## src/rtl/sa_pkg.sv

```systemverilog
// Shared types and defaults for the systolic array controller.
// Optional feature macro: SKEW_GEN_EN (internal per-column input skew).
package sa_pkg;

  typedef enum logic [2:0] {
    S_IDLE,
    S_LOAD_W,
    S_STREAM,
    S_DRAIN,
    S_DONE
  } state_t;

  localparam int INT_BITS_DEF = 13;
  localparam int ROWS_DEF     = 4;
  localparam int COLS_DEF     = 4;
  localparam int LEN_W_DEF    = 8;

  // Depth of the valid-tag delay line: long enough to cover the last column.
  function automatic int tag_depth(input int rows, input int cols);
    return rows + cols;
  endfunction

endpackage

```

## src/rtl/systolic_ctrl_skew_buf.sv

```systemverilog
// skew_buf: fixed-depth delay line for one array input column.
// Depth 0 is a plain wire. Used only when SKEW_GEN_EN is defined.
module skew_buf #(
  parameter int W     = 13,
  parameter int DEPTH = 1
) (
  input  logic         clk,
  input  logic         reset,
  input  logic [W-1:0] din,
  output logic [W-1:0] dout
);

  generate
    if (DEPTH == 0) begin : g_wire
      assign dout = din;
    end else begin : g_dly
      logic [W-1:0] pipe [DEPTH];

      // Shift the column value down the delay line, cleared on reset.
      always_ff @(posedge clk) begin
        if (!reset) begin
          for (int i = 0; i < DEPTH; i++) pipe[i] <= '0;
        end else begin
          pipe[0] <= din;
          for (int i = 1; i < DEPTH; i++) pipe[i] <= pipe[i-1];
        end
      end

      assign dout = pipe[DEPTH-1];
    end
  endgenerate

endmodule

```

## src/rtl/systolic_ctrl.sv

```systemverilog
// systolic_ctrl: sequences weight load, activation streaming and drain for
// a ROWS x COLS systolic array. With SKEW_GEN_EN defined, activation columns
// are skewed internally and out_valid is skewed per column; otherwise the
// caller supplies pre-skewed data.
//
// state    | meaning
// S_IDLE   | waiting for start
// S_LOAD_W | accepting ROWS weight rows, bottom row first
// S_STREAM | accepting cfg_len activation vectors, bubbles when none
// S_DRAIN  | feeding zeros until the valid-tag line empties
// S_DONE   | one-cycle done pulse
module systolic_ctrl
  import sa_pkg::*;
#(
  parameter int int_bits = INT_BITS_DEF,
  parameter int ROWS     = ROWS_DEF,
  parameter int COLS     = COLS_DEF,
  parameter int LEN_W    = LEN_W_DEF
) (
  input  logic                     clk,
  input  logic                     reset,
  input  logic                     start,
  input  logic [LEN_W-1:0]         cfg_len,
  input  logic [COLS*int_bits-1:0] wt_data,
  input  logic                     wt_valid,
  output logic                     wt_ready,
  input  logic [COLS*int_bits-1:0] act_data,
  input  logic                     act_valid,
  output logic                     act_ready,
  output logic [COLS*int_bits-1:0] array_in,
  output logic [ROWS-1:0]          weight_en,
  output logic                     array_rst,
  output logic [COLS-1:0]          out_valid,
  output logic                     busy,
  output logic                     done
);

  localparam int TAG_D = tag_depth(ROWS, COLS);
  localparam int WB_W  = (ROWS > 1) ? $clog2(ROWS) : 1;
  localparam logic [ROWS-1:0] ROW_MSB = ROWS'(1) << (ROWS - 1);

  state_t                     state;
  logic [WB_W-1:0]            wbeat;
  logic [LEN_W-1:0]           vcnt;
  logic [LEN_W-1:0]           vcnt_nxt;
  logic [LEN_W-1:0]           len_q;
  logic [TAG_D-1:0]           tag_line;
  logic [COLS*int_bits-1:0]   ain_q;
  logic                       wsel_q;
  logic                       rst_q;

  // Saturating vector count; never wraps back to zero.
  assign vcnt_nxt = (vcnt == '1) ? vcnt : vcnt + 1'b1;

  // PE reset covers the reset period plus one cycle after release.
  always_ff @(posedge clk) begin
    rst_q     <= !reset;
    array_rst <= !reset | rst_q;
  end

  // Controller FSM with registered handshake and array-side outputs.
  always_ff @(posedge clk) begin
    if (!reset) begin
      state     <= S_IDLE;
      wbeat     <= '0;
      vcnt      <= '0;
      len_q     <= '0;
      tag_line  <= '0;
      ain_q     <= '0;
      wsel_q    <= 1'b0;
      weight_en <= '0;
      wt_ready  <= 1'b0;
      act_ready <= 1'b0;
      busy      <= 1'b0;
      done      <= 1'b0;
    end else begin
      weight_en <= '0;
      done      <= 1'b0;
      wsel_q    <= 1'b0;
      ain_q     <= '0;
      tag_line  <= {tag_line[TAG_D-2:0], 1'b0};
      case (state)
        S_IDLE: begin
          if (start) begin
            state    <= S_LOAD_W;
            len_q    <= cfg_len;
            wbeat    <= '0;
            vcnt     <= '0;
            wt_ready <= 1'b1;
            busy     <= 1'b1;
          end
        end
        S_LOAD_W: begin
          if (wt_valid && wt_ready) begin
            ain_q     <= wt_data;
            wsel_q    <= 1'b1;
            weight_en <= ROW_MSB >> wbeat;
            if (wbeat == WB_W'(ROWS - 1)) begin
              wt_ready <= 1'b0;
              if (len_q == '0) begin
                state <= S_DRAIN;
              end else begin
                state     <= S_STREAM;
                act_ready <= 1'b1;
              end
            end else begin
              wbeat <= wbeat + 1'b1;
            end
          end
        end
        S_STREAM: begin
          if (act_valid && act_ready) begin
            ain_q    <= act_data;
            tag_line <= {tag_line[TAG_D-2:0], 1'b1};
            vcnt     <= vcnt_nxt;
            if (vcnt_nxt == len_q) begin
              act_ready <= 1'b0;
              state     <= S_DRAIN;
            end
          end
        end
        S_DRAIN: begin
          if (tag_line == '0) begin
            state <= S_DONE;
            done  <= 1'b1;
          end
        end
        S_DONE: begin
          state <= S_IDLE;
          busy  <= 1'b0;
        end
        default: state <= S_IDLE;
      endcase
    end
  end

`ifdef SKEW_GEN_EN
  logic [COLS*int_bits-1:0] skew_in;
  logic [COLS*int_bits-1:0] skewed;

  // Weight rows bypass the skew so each row lands in one cycle.
  assign skew_in = wsel_q ? '0 : ain_q;

  for (genvar c = 0; c < COLS; c++) begin : g_skew
    skew_buf #(
      .W     (int_bits),
      .DEPTH (c)
    ) u_skew (
      .clk   (clk),
      .reset (reset),
      .din   (skew_in[c*int_bits +: int_bits]),
      .dout  (skewed[c*int_bits +: int_bits])
    );
    assign out_valid[c] = tag_line[ROWS + c];
  end

  assign array_in = wsel_q ? ain_q : skewed;
`else
  assign array_in  = ain_q;
  assign out_valid = {COLS{tag_line[ROWS]}};
`endif

endmodule
```

## config.mk

```make
export PLATFORM = sky130hd
export DESIGN_NAME = systolic_ctrl
export DESIGN_NICKNAME = d
export VERILOG_FILES = /design/src/rtl/sa_pkg.sv /design/src/rtl/systolic_ctrl_skew_buf.sv /design/src/rtl/systolic_ctrl.sv
export SDC_FILE = /design/constraint.sdc
export NUM_CORES = 1
export LEC_CHECK = 0
export CAP_MARGIN = 20
export CORE_MARGIN = 2
export CORE_UTILIZATION = 25
export CTS_BUF_LIST = sky130_fd_sc_hd__clkbuf_8
export CTS_CLUSTER_DIAMETER = 120
export CTS_CLUSTER_SIZE = 8
export DETAILED_ROUTE_END_ITERATION = 8
export SLEW_MARGIN = 0
export SYNTH_ARGS = -nofsm -noshare
export SYNTH_HDL_FRONTEND = slang
export SYNTH_SLANG_ARGS = --single-unit
```

## constraint.sdc

```tcl
create_clock -name clk -period 1.8 [get_ports clk]
set_input_delay 0.45 -clock clk [delete_from_list [all_inputs] [get_ports clk]]
set_output_delay 0.45 -clock clk [all_outputs]
set_load 0.03 [all_outputs]
```

# Word level (Yosys, flattened, before mapping)
# Cells that the tools add are included.
[totals]
in_bits = 117
out_inout_bits = 65
register_bits = 91
elab_cells = 85
[classes]
n_shift = 1
n_mux = 32
addsub = 2
eq_ne = 15
bitwise_logic = 1
reduce_logical = 20
[ops]
columns = ["cell", "n"]
rows = [
  ["$mux 52", 2],
  ["$pmux 52 s2", 1],
  ["$mux 8", 3],
  ["$mux 3", 6],
  ["$logic_not 8->1", 2],
  ["$ne 2x2->1 const B", 8],
  ["$pmux 8 s2", 1],
  ["$pmux 3 s4", 1],
  ["$reduce_and 6->1", 2],
  ["$mux 1", 11],
  ["$add 8x1->8 const B", 1],
  ["$eq 8x8->1", 1],
  ["$eq 8x8->1 const B", 1],
  ["$reduce_and 2->1", 4],
  ["$reduce_and 4->1", 2],
  ["$reduce_bool 2->1", 4],
  ["$eq 3x2->1 const B", 2],
  ["$mux 2", 3],
  ["$pmux 1 s2", 3],
  ["$reduce_and 3->1", 2],
  ["$pmux 2 s2", 1],
  ["$shr 4x2->4 const A", 1],
  ["$eq 3x1->1 const B", 1],
  ["$eq 3x3->1 const B", 1],
  ["6 further kinds", 7],
]

# Depth between registers and ports, before layout
[depth]
word_depth = 6
mapped_depth = 8

# Worst setup path after synthesis
# No wires, ideal clock.
[synth_path]
kind = "flip-flop to flip-flop"
from = "reg vcnt[0]"
to = "reg state[0]"
slack_ps = -154
required_time_ps = 1697
t_arrival_ps = 1851
path_stages_with_launch = 9
setup_time_ps = 103
cell_sequence = "dfxtp_1 ha_1 buf_2 nor3b_1 a2111oi_2 a2bb2oi_1 nor4_2 nand4_1 a2111oi_2"
[synth_between]
elab_chain_cells = 5
[synth_rtl]
columns = ["element", "line", "source"]
rows = [
  ["from (decl)", "systolic_ctrl.sv:44", "logic [LEN_W-1:0] vcnt;"],
  ["from (signal assigned)", "systolic_ctrl.sv:115", "vcnt <= vcnt_nxt;"],
  ["$add 8x1->8 or $eq 8x8->1 (tied branches)", "systolic_ctrl.sv:53", "assign vcnt_nxt = (vcnt == '1) ? vcnt : vcnt + 1'b1;"],
  ["$mux 8 (*)", "systolic_ctrl.sv:53", ""],
  ["$eq 8x8->1 (*)", "systolic_ctrl.sv:116", "if (vcnt_nxt == len_q) begin"],
  ["$ne 2x2->1 (no line) (*)", "--", ""],
  ["$reduce_and 6->1 (no line) (*)", "--", ""],
  ["to (signal assigned)", "systolic_ctrl.sv:64", "state <= S_IDLE;"],
  ["to (signal assigned)", "systolic_ctrl.sv:118", "state <= S_DRAIN;"],
  ["to (signal assigned)", "systolic_ctrl.sv:124", "state <= S_DONE;"],
  ["to (decl)", "systolic_ctrl.sv:42", "state_t state;"],
]
# Every way passes the cells marked *; elsewhere a longest branch is shown, timed or not.
# A chain may end at the register's enable or synchronous reset.

# Worst setup path after layout
[layout_path]
from = "reg vcnt[1]"
to = "reg act_ready"
[layout_between]
elab_chain_cells = 5
[layout_rtl]
columns = ["element", "line", "source"]
rows = [
  ["$add 8x1->8 or $eq 8x8->1 (tied branches)", "systolic_ctrl.sv:53", ""],
  ["$mux 8 (*)", "systolic_ctrl.sv:53", ""],
  ["$eq 8x8->1 (*)", "systolic_ctrl.sv:116", ""],
  ["$ne 2x2->1 (no line) (*)", "--", ""],
  ["$reduce_and 6->1 (no line) (*)", "--", ""],
  ["to (signal assigned)", "systolic_ctrl.sv:73", "act_ready <= 1'b0;"],
  ["to (signal assigned)", "systolic_ctrl.sv:104", "act_ready <= 1'b1;"],
  ["to (signal assigned)", "systolic_ctrl.sv:117", "act_ready <= 1'b0;"],
  ["to (decl)", "systolic_ctrl.sv:29", "output logic act_ready,"],
]
# Marks and branches as above.

==> results.yml <==
grt:
  grt_pass1_wl_mm: 18.60
  grt_start_max_net_pins: 53
  grt_overflow: 0
  first_global_vias: 3821
  antenna_found_initial: 0
  grt_usage: 0.1472
power_and_ir_drop:
  p_per_area_mw_per_mm2: 691.8
  power.static_leakage_nw: 2.619
  ir_worst_vdd_mv: 0.3665
timing:
  setup_violations: 14
  fin_crit_ns: 1.934
  fin_ws_ns: -0.1336
  rsz0062_at_grt: "yes"
  relSlewSlack: 0.6072
  worstMarginPinSlew_ns: 0.5819
  report.final.slew_viol_count: 0
  max_freq_mhz: 517.2
  skew_ns: 0.009371
  fin_hold_ws_ns: 0.4245
  finalCritPeriodShare: 1.074
  finalHoldViolCount: 0
synthesis:
  synth_top_area_share: 0.5003
  ys_async_sr_fraction: 0
  yosysWarnings: 0
  ys_ff_latch: 91
  avgSynthCellArea_um2: 8.880
  netlist_area_mm2: 0.003641
  ys_top_cells_by_count: "dfxtp_1 (91), nor2_1 (66), a22oi_1 (53)"
  synth_most_common_cell: "dfxtp_1"
  syn-instance-count: 410
  ys.flop_type: "dfxtp_1"
  synth_nets: 529
  synth_cell_types: 50
  yosys-top-cells-area: "dfxtp_1 (50%), a22oi_1 (11%), nor2_1 (6.8%), nand2_1 (3.5%), a21oi_1 (2.7%)"
  yosysSeqAreaShare: 0.5003
  synth_largest_area_cell: "dfxtp_1"
  synth_edf_count: 0
cells_and_area:
  fin_nets: 742
  multi_input_area_mm2: 0.001737
  final_util: 0.4355
  synthToLayoutAreaGrowth_pct: 71.86
  regArea_mm2: 0.001837
  fin_area_mm2: 0.006257
  antenna_cells: 0
  drive_gt1_frac: 0.1659
  fillers: 1436
setup_path:
  crit_path_start_kind: "flop"
  cp_max_fo: 7
  path_class: "reg2reg"
  critPathArrivalTime_ns: 2.20
  rrSetupSlack_ns: -0.13
  worstPathRequired_ns: 2.07
  critPathCaptureType: "flop"
clock_network:
  cts_buffers: 9
  cts_tree: "yes"
  cts.sinks: 91
  clk_latency_ns: 0.36
  path_clk_slew_ns: 0.09
  hold_buffers: 0
  htree_levels: 3
  clockBufferDepth: 2
  clock-root-buffer: "clkbuf_8"
placement:
  post_dp_cell_area_mm2: 0.005978
  port_buffers: 181
  gp_congestion: 0.8587
  place_hpwl_mm: 8.831
routing:
  routed_wl_mm: 11.87
  ant_nets: 0
  drt-pass1-iter-count: 4
  vias_per_cell: 4.665
  drc_errors: 0
  vias: 3783
  avgRoutedWirePerCell_um: 14.63
  drt_iter0_markers: 126
floorplan:
  core_mm2: 0.01437
  core.rowCount: 44
  die_area_mm2: 0.01555
  ios: 182
  initial_core_util: 0.2534
  die_w_um: 124.7
  die_y_um: 124.7
worst_hold_path:
  hold_class: "reg2reg"
run_status:
  status: "finished, violations left"
  violations: "negative setup slack"
run:
  cap_violations: 0
## cells by family (layout without fill, tap and decap cells)
kind of cell    count (synthesis)  count (layout)  synth area share
compound gates                101             101            0.1942
xor+xnor                        5               5           0.01203
fa+ha+maj                       2               2          0.006872
buf+inv                        40             257           0.05395
flops                          91              91            0.5003
mux                             6               6           0.01650
simple gates                  165             165            0.2162
## worst max-delay path, stage by stage (launching register included)
cell and delay (ns):
dfxtp_4 0.38, ha_4 0.19, and3_4 0.19, and3_4 0.18, o32ai_1 0.08, nor4_2 0.25, nand4_1 0.21, buf_4 0.20
a41o_1 0.16
## timing repair
| item | CTS | global route |
|---|---|---|
| setup buffers | 1 | 3 |
| endpoints found under the setup margin | 67 | 61 |
| gates resized for setup | 79 | 18 |
| pin swaps | 8 | 9 |
| cloned | 0 | 0 |
## sequential cells by signal (all words and copies together), names as in the netlist
signal and count:
array_rst 1, wbeat 2, busy 1, rst_q 1, array_in 52, vcnt 8
state 3, wt_ready 1, weight_en 4, len_q 8, tag_line 8, done 1
act_ready 1
## per-stage QoR
step | setup TNS [ns] | cells | total power, mW | worst slack [ns]
3_3_place_gp | -7.516 | 792 | 2.836 | -0.2810
4_1_cts | -0.2672 | 808 | 4.386 | -0.1611
2_1_floorplan | 0 | 410 | 2.415 | 0.01158
5_1_grt | -5.312 | 811 | 4.535 | -0.1816
6_report | -0.4079 | 811 | 4.328 | -0.1336
3_5_place_dp | -8.934 | 792 | 2.842 | -0.3180
## final timing paths
| check | start | to | cells after the start |
|---|---|---|---|
| setup / recovery | vcnt[1]$_SDFFE_PN0P_ | act_ready$_SDFFE_PN0P_ | 8 |
| hold / removal | rst_q$_DFF_P_ | array_rst$_DFF_P_ | 1 |
| setup reg to reg | vcnt[1]$_SDFFE_PN0P_ | act_ready$_SDFFE_PN0P_ | 8 |
| hold reg to reg | rst_q$_DFF_P_ | array_rst$_DFF_P_ | 1 |
## cell type report
cell class,instances,area share
well taps,184,0.03679
multi-input cells,279,0.2775
clock inverters,6,0.01400
clock buffers,9,0.01980
repair buffers,238,0.3559
inverters,4,0.002400
flip-flops and latches,91,0.2935
## layer usage
| metal | wire (um) | global-route usage | vias to the layer above |
|---|---|---|---|
| li1 | - | - | 1878 |
| met1 | 5110 | 0.1705 | 1742 |
| met2 | 5652 | 0.2517 | 139 |
| met3 | 749 | 0.03608 | 24 |
| met4 | 355 | 0.07535 | 0 |
| met5 | 0 | 0 | - |
## report_power, final
part	internal (mW)	leakage, nW	total, mW	switching, mW
Combinational	0.384	1.77	0.697	0.313
Clock	0.780	0.110	1.53	0.754
Sequential	2.05	0.741	2.10	0.0435
## cells in the final DEF (no fill, tap or decap), drive strengths merged, types with 4 or more instances in the layout
cell	Yosys	final
dfxtp	91	91
inv	3	5
nand2b	4	4
nor3	8	8
nand3	14	14
nand2	35	35
mux2i	6	6
clkbuf	17	9
nand4	4	4
nor4	5	5
a21oi	20	20
dlygate4sd2	0	65
a22oi	53	53
o21ai	10	10
and2	11	11
clkdlybuf4s50	0	116
buf	19	57
nor2	67	67
(Power assumes the default switching activity.)
